$ cat src/rtl/clk_div_bank.sv
// Bank of CHANNELS runtime-programmable clock dividers with shadowed config and shared sync.
// Optional strobe outputs are enabled by defining CLK_DIV_BANK_STROBE_EN.
module clk_div_bank #(
  parameter int CHANNELS = 4,
  parameter int DIV_W    = 16,
  parameter int DEF_HALF = 1,
  localparam int CW      = (CHANNELS > 1) ? $clog2(CHANNELS) : 1
) (
  input  logic                clk_i,
  input  logic                rst_n_i,
  input  logic [CHANNELS-1:0] en_i,
  input  logic                sync_i,
  input  logic                cfg_valid_i,
  output logic                cfg_ready_o,
  input  logic [CW-1:0]       cfg_chan_i,
  input  logic [DIV_W-1:0]    cfg_high_i,
  input  logic [DIV_W-1:0]    cfg_low_i,
  output logic [CHANNELS-1:0] clk_o,
  output logic [CHANNELS-1:0] stb_o
);

  typedef enum logic [1:0] {IDLE, HIGH, LOW} state_e;

  localparam logic [DIV_W-1:0] DEF_LEN = DIV_W'(DEF_HALF);
  localparam logic [DIV_W:0]   ONE     = (DIV_W+1)'(1);

  state_e              state_q  [CHANNELS];
  state_e              state_d  [CHANNELS];
  logic [DIV_W:0]      ctr_q    [CHANNELS];
  logic [DIV_W:0]      ctr_d    [CHANNELS];
  logic [DIV_W-1:0]    act_hi_q [CHANNELS];
  logic [DIV_W-1:0]    act_hi_d [CHANNELS];
  logic [DIV_W-1:0]    act_lo_q [CHANNELS];
  logic [DIV_W-1:0]    act_lo_d [CHANNELS];
  logic [DIV_W-1:0]    sh_hi_q  [CHANNELS];
  logic [DIV_W-1:0]    sh_hi_d  [CHANNELS];
  logic [DIV_W-1:0]    sh_lo_q  [CHANNELS];
  logic [DIV_W-1:0]    sh_lo_d  [CHANNELS];
  logic [DIV_W:0]      hi_eff   [CHANNELS];
  logic [DIV_W:0]      lo_eff   [CHANNELS];
  logic [CHANNELS-1:0] pend_q, pend_d;
  logic [CHANNELS-1:0] clk_q, clk_d;
  logic [CHANNELS-1:0] accept, apply;

  always_comb begin
    for (int unsigned c = 0; c < CHANNELS; c++) begin
      hi_eff[c] = (act_hi_q[c] == '0) ? ONE : {1'b0, act_hi_q[c]};
      lo_eff[c] = (act_lo_q[c] == '0) ? ONE : {1'b0, act_lo_q[c]};
    end
  end

  // Out-of-range channel numbers match nothing: ready stays high and the write is dropped.
  always_comb begin
    cfg_ready_o = 1'b1;
    accept      = '0;
    for (int unsigned c = 0; c < CHANNELS; c++) begin
      if (cfg_chan_i == CW'(c)) begin
        cfg_ready_o = ~pend_q[c];
        accept[c]   = cfg_valid_i & ~pend_q[c];
      end
    end
  end

  always_ff @(posedge clk_i or negedge rst_n_i) begin
    if (!rst_n_i) begin
      for (int unsigned c = 0; c < CHANNELS; c++) begin
        state_q[c]  <= IDLE;
        ctr_q[c]    <= '0;
        act_hi_q[c] <= DEF_LEN;
        act_lo_q[c] <= DEF_LEN;
        sh_hi_q[c]  <= DEF_LEN;
        sh_lo_q[c]  <= DEF_LEN;
      end
      pend_q <= '0;
      clk_q  <= '0;
    end else begin
      for (int unsigned c = 0; c < CHANNELS; c++) begin
        state_q[c]  <= state_d[c];
        ctr_q[c]    <= ctr_d[c];
        act_hi_q[c] <= act_hi_d[c];
        act_lo_q[c] <= act_lo_d[c];
        sh_hi_q[c]  <= sh_hi_d[c];
        sh_lo_q[c]  <= sh_lo_d[c];
      end
      pend_q <= pend_d;
      clk_q  <= clk_d;
    end
  end

  // A write accepted in the same cycle as an apply survives because accept is ORed in last.
  always_comb begin
    for (int unsigned c = 0; c < CHANNELS; c++) begin
      state_d[c] = state_q[c];
      ctr_d[c]   = ctr_q[c];
      apply[c]   = 1'b0;
      if (sync_i) begin
        apply[c]   = pend_q[c];
        state_d[c] = en_i[c] ? HIGH : IDLE;
        ctr_d[c]   = en_i[c] ? ONE : '0;
      end else begin
        case (state_q[c])
          IDLE: begin
            apply[c] = pend_q[c];
            if (en_i[c]) begin
              state_d[c] = HIGH;
              ctr_d[c]   = ONE;
            end
          end
          HIGH: begin
            if (ctr_q[c] == hi_eff[c]) begin
              state_d[c] = LOW;
              ctr_d[c]   = ONE;
            end else begin
              ctr_d[c] = ctr_q[c] + ONE;
            end
          end
          LOW: begin
            if (ctr_q[c] == lo_eff[c]) begin
              apply[c]   = pend_q[c];
              state_d[c] = en_i[c] ? HIGH : IDLE;
              ctr_d[c]   = en_i[c] ? ONE : '0;
            end else begin
              ctr_d[c] = ctr_q[c] + ONE;
            end
          end
          default: begin
            state_d[c] = IDLE;
            ctr_d[c]   = '0;
          end
        endcase
      end
      act_hi_d[c] = apply[c] ? sh_hi_q[c] : act_hi_q[c];
      act_lo_d[c] = apply[c] ? sh_lo_q[c] : act_lo_q[c];
      sh_hi_d[c]  = accept[c] ? cfg_high_i : sh_hi_q[c];
      sh_lo_d[c]  = accept[c] ? cfg_low_i : sh_lo_q[c];
      pend_d[c]   = (pend_q[c] & ~apply[c]) | accept[c];
    end
  end

`ifdef CLK_DIV_BANK_STROBE_EN
  logic [CHANNELS-1:0] stb_q, stb_d;

  always_ff @(posedge clk_i or negedge rst_n_i) begin
    if (!rst_n_i) stb_q <= '0;
    else          stb_q <= stb_d;
  end

  assign stb_o = stb_q;
`else
  assign stb_o = '0;
`endif

  // Entering HIGH always loads ctr with one, so that marks every (re)started high phase.
  always_comb begin
    for (int unsigned c = 0; c < CHANNELS; c++) begin
      clk_d[c] = (state_d[c] == HIGH);
`ifdef CLK_DIV_BANK_STROBE_EN
      stb_d[c] = (state_d[c] == HIGH) && (ctr_d[c] == ONE);
`endif
    end
  end

  assign clk_o = clk_q;

endmodule

$ cat config.mk
export PLATFORM = sky130hd
export DESIGN_NAME = clk_div_bank
export DESIGN_NICKNAME = d
export VERILOG_FILES = /design/src/rtl/clk_div_bank.sv
export SDC_FILE = /design/constraint.sdc
export NUM_CORES = 1
export LEC_CHECK = 0
export BUFFER_PORTS_ARGS = -buffer_cell sky130_fd_sc_hd__buf_2
export CAP_MARGIN = 15
export CORE_MARGIN = 2
export CORE_UTILIZATION = 60
export DETAILED_ROUTE_END_ITERATION = 8
export HOLD_SLACK_MARGIN = 0.03
export MAX_ROUTING_LAYER = met4
export PLACE_DENSITY = 0.78
export SYNTH_ARGS = -nofsm -noshare
export SYNTH_HDL_FRONTEND = slang
export SYNTH_SLANG_ARGS = --single-unit
$ cat constraint.sdc
create_clock -name clk_i -period 3 [get_ports clk_i]
set_input_delay 0.6 -clock clk_i [delete_from_list [all_inputs] [get_ports clk_i]]
set_output_delay 0.6 -clock clk_i [all_outputs]
set_load 0.005 [all_outputs]
* Word-level counts from Yosys, hierarchy flattened *
Cells that the tools add are included.

storage, ports and cells
  bits in registers = 340
  input port bits = 42
  output and inout port bits = 9
  logic and storage cells = 166

cells by class
  add/sub/neg operators = 4
  equal/unequal tests = 27
  mux-type cells = 76
  bitwise logic cells = 20
  reductions and logical operators = 13

operators with widths
  cell                                                                    count
  17-bit two-way mux                                                      16
  17-bit one-hot mux with 3 select lines                                  4
  17-bit by 16-bit equality test with 1-bit output                        8
  16-bit logical NOT                                                      8
  16-bit two-way mux                                                      8
  17-bit by 1-bit adder with 17-bit output (second input constant)        4
  2-bit two-way mux                                                       16
  1-bit two-way mux                                                       24
  2-bit one-hot mux with 3 select lines                                   4
  2-bit by 1-bit equality test with 1-bit output (second input constant)  9
  2-bit equality test (second input constant)                             6
  3-bit inequality test (second input constant)                           4
  2-bit logical NOT                                                       5
  1-bit AND                                                               8
  1-bit inverter                                                          8
  1-bit one-hot mux with 2 select lines                                   4
  1-bit bitwise OR                                                        4

* Longest topological paths before layout *
  depth after elaboration = 9
  mapped depth = 10
  mapped depth without buffers = 8

* Worst setup path after synthesis *
OpenSTA, ideal clock, no wires.

  path type = input port to flip-flop
  from = input cfg_chan_i[1]
  to = register sh_lo_q[49] (netlist bit)
  data arrival time = 2.175 ns
  data required time = 2.875 ns
  setup slack = 0.700 ns
  stages on the path = 4
  cell sequence = clkbuf_1 nor4b_1 clkbuf_1 mux2_2

on the way
  word-level cells in the longest chain between the ends = 2

RTL lines
  item                           RTL line  text
  start, declared                15        input logic [CW-1:0] cfg_chan_i,
  2-bit logical NOT              57        if (cfg_chan_i == CW'(c)) begin
  1-bit two-way mux              57
  end signal, assigned by index  83        sh_lo_q[c] <= sh_lo_d[c];
  end, declared                  37        logic [DIV_W-1:0] sh_lo_q [CHANNELS];

Every way passes these cells.
A chain may end at the register's enable or synchronous reset.

* Worst setup path in the final report *
  from = register ctr_q[11] (netlist bit)
  to = register act_hi_q[6] (netlist bit)

on the way
  word-level cells in the longest chain between the ends = 4

RTL lines
  item                                              RTL line  text
  start, declared                                   29        logic [DIV_W:0] ctr_q [CHANNELS];
  start signal, assigned by index                   79        ctr_q[c] <= ctr_d[c];
  17-bit by 16-bit equality test with 1-bit output  118       if (ctr_q[c] == lo_eff[c]) begin
  1-bit two-way mux                                 118
  1-bit one-hot mux with 2 select lines             101       case (state_q[c])
  1-bit two-way mux                                 96        if (sync_i) begin
  end signal, assigned by index                     80        act_hi_q[c] <= act_hi_d[c];
  end, declared                                     31        logic [DIV_W-1:0] act_hi_q [CHANNELS];

Every way passes these cells.

==> reports/summary.md <==
The tools report the reg-to-reg critical path endpoint as act_hi_q[6]. Counting along the longest clock path gives a buffer depth of 3. Largest net degree at the start of global routing: 98. The die boundary height is 167 µm.

Number of I/O port buffers: 46. 51 I/O pins were placed. The class of the tightest hold or removal check is input port to async pin.

By area, the combinational part of the netlist is dominated by multiplexers. The first global-routing pass estimated 60,800 µm of wire. The mapped netlist covers 15,900 µm². The synthesized-area fraction occupied by ao, oa, aoi and oai cells was 0.0653. The tools report the final layout net count as 1,377.

By startpoint and endpoint, the worst setup path is classified as register to register. Compared with the post-synthesis result, the final layout area differs by 11.3%. The required arrival time at the worst endpoint came out at 3390 ps. At the worst endpoint, the arrival time is 3040 ps. The number of hold buffers added after CTS was 0.

TritonCTS built the clock tree. The post-route clock period utilization is 0.884, and the number of storage elements in the synthesis netlist is 340. The most instantiated flip-flop cell in the synthesis netlist was sky130_fd_sc_hd__dfrtp_1.

The root cell of the clock tree is sky130_fd_sc_hd__clkbuf_16. After clock tree synthesis, the clock-pin slew on the worst setup and hold paths is 60 ps. The logs give 0 for the number of hold violations in the final report and 348 ps for the slack of the critical path. The routed layout has 10,418 vias.

By area the synthesized netlist is led by sky130_fd_sc_hd__dfrtp_1, sky130_fd_sc_hd__mux2_2, sky130_fd_sc_hd__xor2_1. The later-pin clock latency in the skew report came out at 530 ps. The cell with the most instances after synthesis is sky130_fd_sc_hd__dfrtp_1. The worst register-to-register path begins at ctr_q[11]. The share of post-route cells with drive strength above 1 is 0.311, and the number of synthesis warnings is 0. The post-synthesis sequential area ratio is 0.537, and the final cell count without fillers is 1,695. The number of buffers created by CTS was 36; the total number of placement rows was 59.

For the number of instances in the synthesized netlist, the log shows 1,304. Setup slack on the worst reg-to-reg path comes out at 350 ps. Setup repair after global routing left no endpoint under its margin. The post-synthesis async set-or-reset flop share works out to 1.00. The worst-margin pin slew came out at 949 ps. For this design the ratio of total power to cell area is 843 nW/µm². Tightest slew margin relative to the limit: 0.362. The synthesized design spends more area on one cell type than any other, namely sky130_fd_sc_hd__dfrtp_1. The global placement routability congestion is 0.888, and the worst-case clock skew is 21.5 ps. The proportion of synthesized area in mux cells is 0.184.

The run gives 1,027 as the DRC violation total after the first TritonRoute iteration. The tools report the count of instances resized after the clock tree is built as 0. The count of final max-slew check failures was 0; the sequential cell area was 8530 µm². The number of DRC violations after detailed routing came out at 0. For the via count of the first global-routing pass, the log shows 10,772. The shortest clock period the worst path allows after layout came out at 2650 ps. Adding up every negative setup slack in the final design gives 0 ps. The simple-gate share of the synthesized area was 0.0981; the x dimension of the die was 167 µm.

Wires add up to 37,600 µm. The worst setup path is launched from a register. The worst setup path is captured at a register. The average routed wire per standard cell is 22.2 µm, and the number of setup buffers added after CTS is 0. The static leakage was 7.99 nW.

The logs give 467 ps for the setup slack after placement and 0 for the max capacitance violation total. Post-synthesis adder-cell area fraction: 0.00315. Counting the fill cells in the layout gives 1,875.

Setup violations remaining at the end of the flow were counted as 0. The tools report the floorplan die area as 27,800 µm². The number of antenna violations at the first check in global routing came out at 1. Biggest fanout along the worst timing path: 16.

Total congestion overflow: 0. The area share of the largest cell type after synthesis was 0.510; the total power was 14.9 mW. Post-detailed-route count of antenna-violating nets: 0. Area of combinational cells with multiple inputs: 6890 µm². The global-route usage over all layers was 0.285. After detailed placement, the design holds a cell count of 1,628.

The core region area is 26,100 µm². The fraction of synthesized cell area in xor and xnor cells was 0.0809; the number of H-tree levels was 2. In this run, synthesis inferred 0 flip-flops with an integrated enable. A synthesized cell averages 12.2 µm². The initial standard-cell utilization of the core is 0.610, and the number of clock sinks is 340. For the number of distinct standard cells referenced by the synthesized netlist, the log shows 63.

After detailed routing, the number of vias per cell comes to 6.15. The worst-case IR drop observed on VDD is 798 µV. Counting cells, the worst reg-to-reg path comes to 8.

The run finished with clean final reports. For this run, the detailed router's first-pass iteration total came to 5. The tools report the HPWL after detailed placement as 25,600 µm. Timing would allow up to 0.377 GHz. The commonest cells after synthesis are sky130_fd_sc_hd__dfrtp_1, sky130_fd_sc_hd__mux2_2, sky130_fd_sc_hd__xor2_1.
[stage by stage]
stage | hold WS, ps | cell area, µm² | util
after floorplan | 304 | 15900 | -
after global placement | 472 | 16400 | 0.629
after detailed placement | 483 | 16400 | 0.629
after CTS | 41.6 | 17700 | 0.679
after global routing | 46.8 | 17700 | 0.679
final | 15.4 | 17700 | 0.679
[sequential cells by signal, summed over array words and instances (netlist names)]
name and flops:
act_lo_q 64, act_hi_q 64, pend_q 4, ctr_q 68, sh_hi_q 64, clk_o 4, sh_lo_q 64, state_q 8
[placed cells by master, fill, tap and decap left out, types with 3 or more instances in the layout]
cell type,n
sky130_fd_sc_hd__nor3b_1,16
sky130_fd_sc_hd__conb_1,4
sky130_fd_sc_hd__a41oi_1,9
sky130_fd_sc_hd__clkbuf_8,7
sky130_fd_sc_hd__bufinv_16,6
sky130_fd_sc_hd__nand4_1,12
sky130_fd_sc_hd__nand2_1,62
sky130_fd_sc_hd__o31ai_1,5
sky130_fd_sc_hd__buf_12,4
sky130_fd_sc_hd__a21o_1,26
sky130_fd_sc_hd__xor2_1,124
sky130_fd_sc_hd__mux2_2,251
sky130_fd_sc_hd__a21oi_1,18
sky130_fd_sc_hd__nor2_1,35
sky130_fd_sc_hd__nor4_1,61
sky130_fd_sc_hd__dfstp_2,16
sky130_fd_sc_hd__clkbuf_16,37
sky130_fd_sc_hd__buf_2,45
sky130_fd_sc_hd__o22a_1,5
sky130_fd_sc_hd__nand3_1,33
sky130_fd_sc_hd__or2_2,5
sky130_fd_sc_hd__ha_1,4
sky130_fd_sc_hd__xnor2_1,21
sky130_fd_sc_hd__mux2_1,6
sky130_fd_sc_hd__a211o_1,6
sky130_fd_sc_hd__buf_4,22
sky130_fd_sc_hd__nor2b_1,6
sky130_fd_sc_hd__clkinv_2,8
sky130_fd_sc_hd__o21ai_0,58
sky130_fd_sc_hd__a31oi_1,3
sky130_fd_sc_hd__clkbuf_1,5
sky130_fd_sc_hd__inv_1,19
sky130_fd_sc_hd__dfrtp_1,324
sky130_fd_sc_hd__o211ai_1,6
sky130_fd_sc_hd__nor3_1,22
sky130_fd_sc_hd__or3_1,6
sky130_fd_sc_hd__and3_1,19
[layout make-up]
class	count	share of cell area
well taps	335	0.0237
clock inverters	17	0.0139
repair buffers	72	0.0274
flip-flops and latches	340	0.482
diodes	1	0.000141
clock buffers	49	0.0589
multi-input cells	862	0.390
inverters	19	0.00403
[how the worst max path moves through the flow]
stage	from	to	slack, ps	cells past startpoint
after detailed placement	ctr_q[39]	act_hi_q[34]	470	8
after CTS	ctr_q[3]	act_hi_q[6]	420	8
after floorplan	cfg_chan_i[1]	sh_lo_q[49]	700	4
after global routing	ctr_q[3]	act_hi_q[6]	240	8
after global placement	ctr_q[3]	act_lo_q[7]	490	8
final	ctr_q[11]	act_hi_q[6]	350	8
[logic make-up (layout without fill, tap and decap cells)]
family,count (synthesis),in the layout
flip-flops,340,340
AND/OR/NAND/NOR,292,292
multiplexers,259,259
AO/OA/AOI/OAI,157,157
XOR/XNOR,146,146
buffers and inverters,105,157
adder cells (fa/ha/maj),4,4
other,1,5
[power breakdown]
part	total (mW)	leakage (nW)	internal, mW	switching [mW]
clock	4.79	0.637	2.96	1.83
sequential	7.34	4.17	5.97	1.37
combinational	2.78	3.18	1.65	1.13
total	14.9	7.99	10.6	4.33
[layer usage]
metal  track usage  vias to the layer above  part of all wire
met1         0.376                     5412              0.43
met3        0.0421                       68             0.040
met2         0.459                      224              0.50
met4        0.0933                        0             0.029
met5             -                        -                 0
li1              -                     4714                 -
[worst max-delay path: stages, from the launching register on]
cell and delay (ps):
sky130_fd_sc_hd__dfrtp_1 480, sky130_fd_sc_hd__xor2_1 180, sky130_fd_sc_hd__nor4_1 350, sky130_fd_sc_hd__nand4_1 150, sky130_fd_sc_hd__nor2_1 270, sky130_fd_sc_hd__o21ba_2 220, sky130_fd_sc_hd__o21a_1 210, sky130_fd_sc_hd__buf_4 280
sky130_fd_sc_hd__mux2_2 370
No activity file was read; power rests on OpenSTA's default activity.
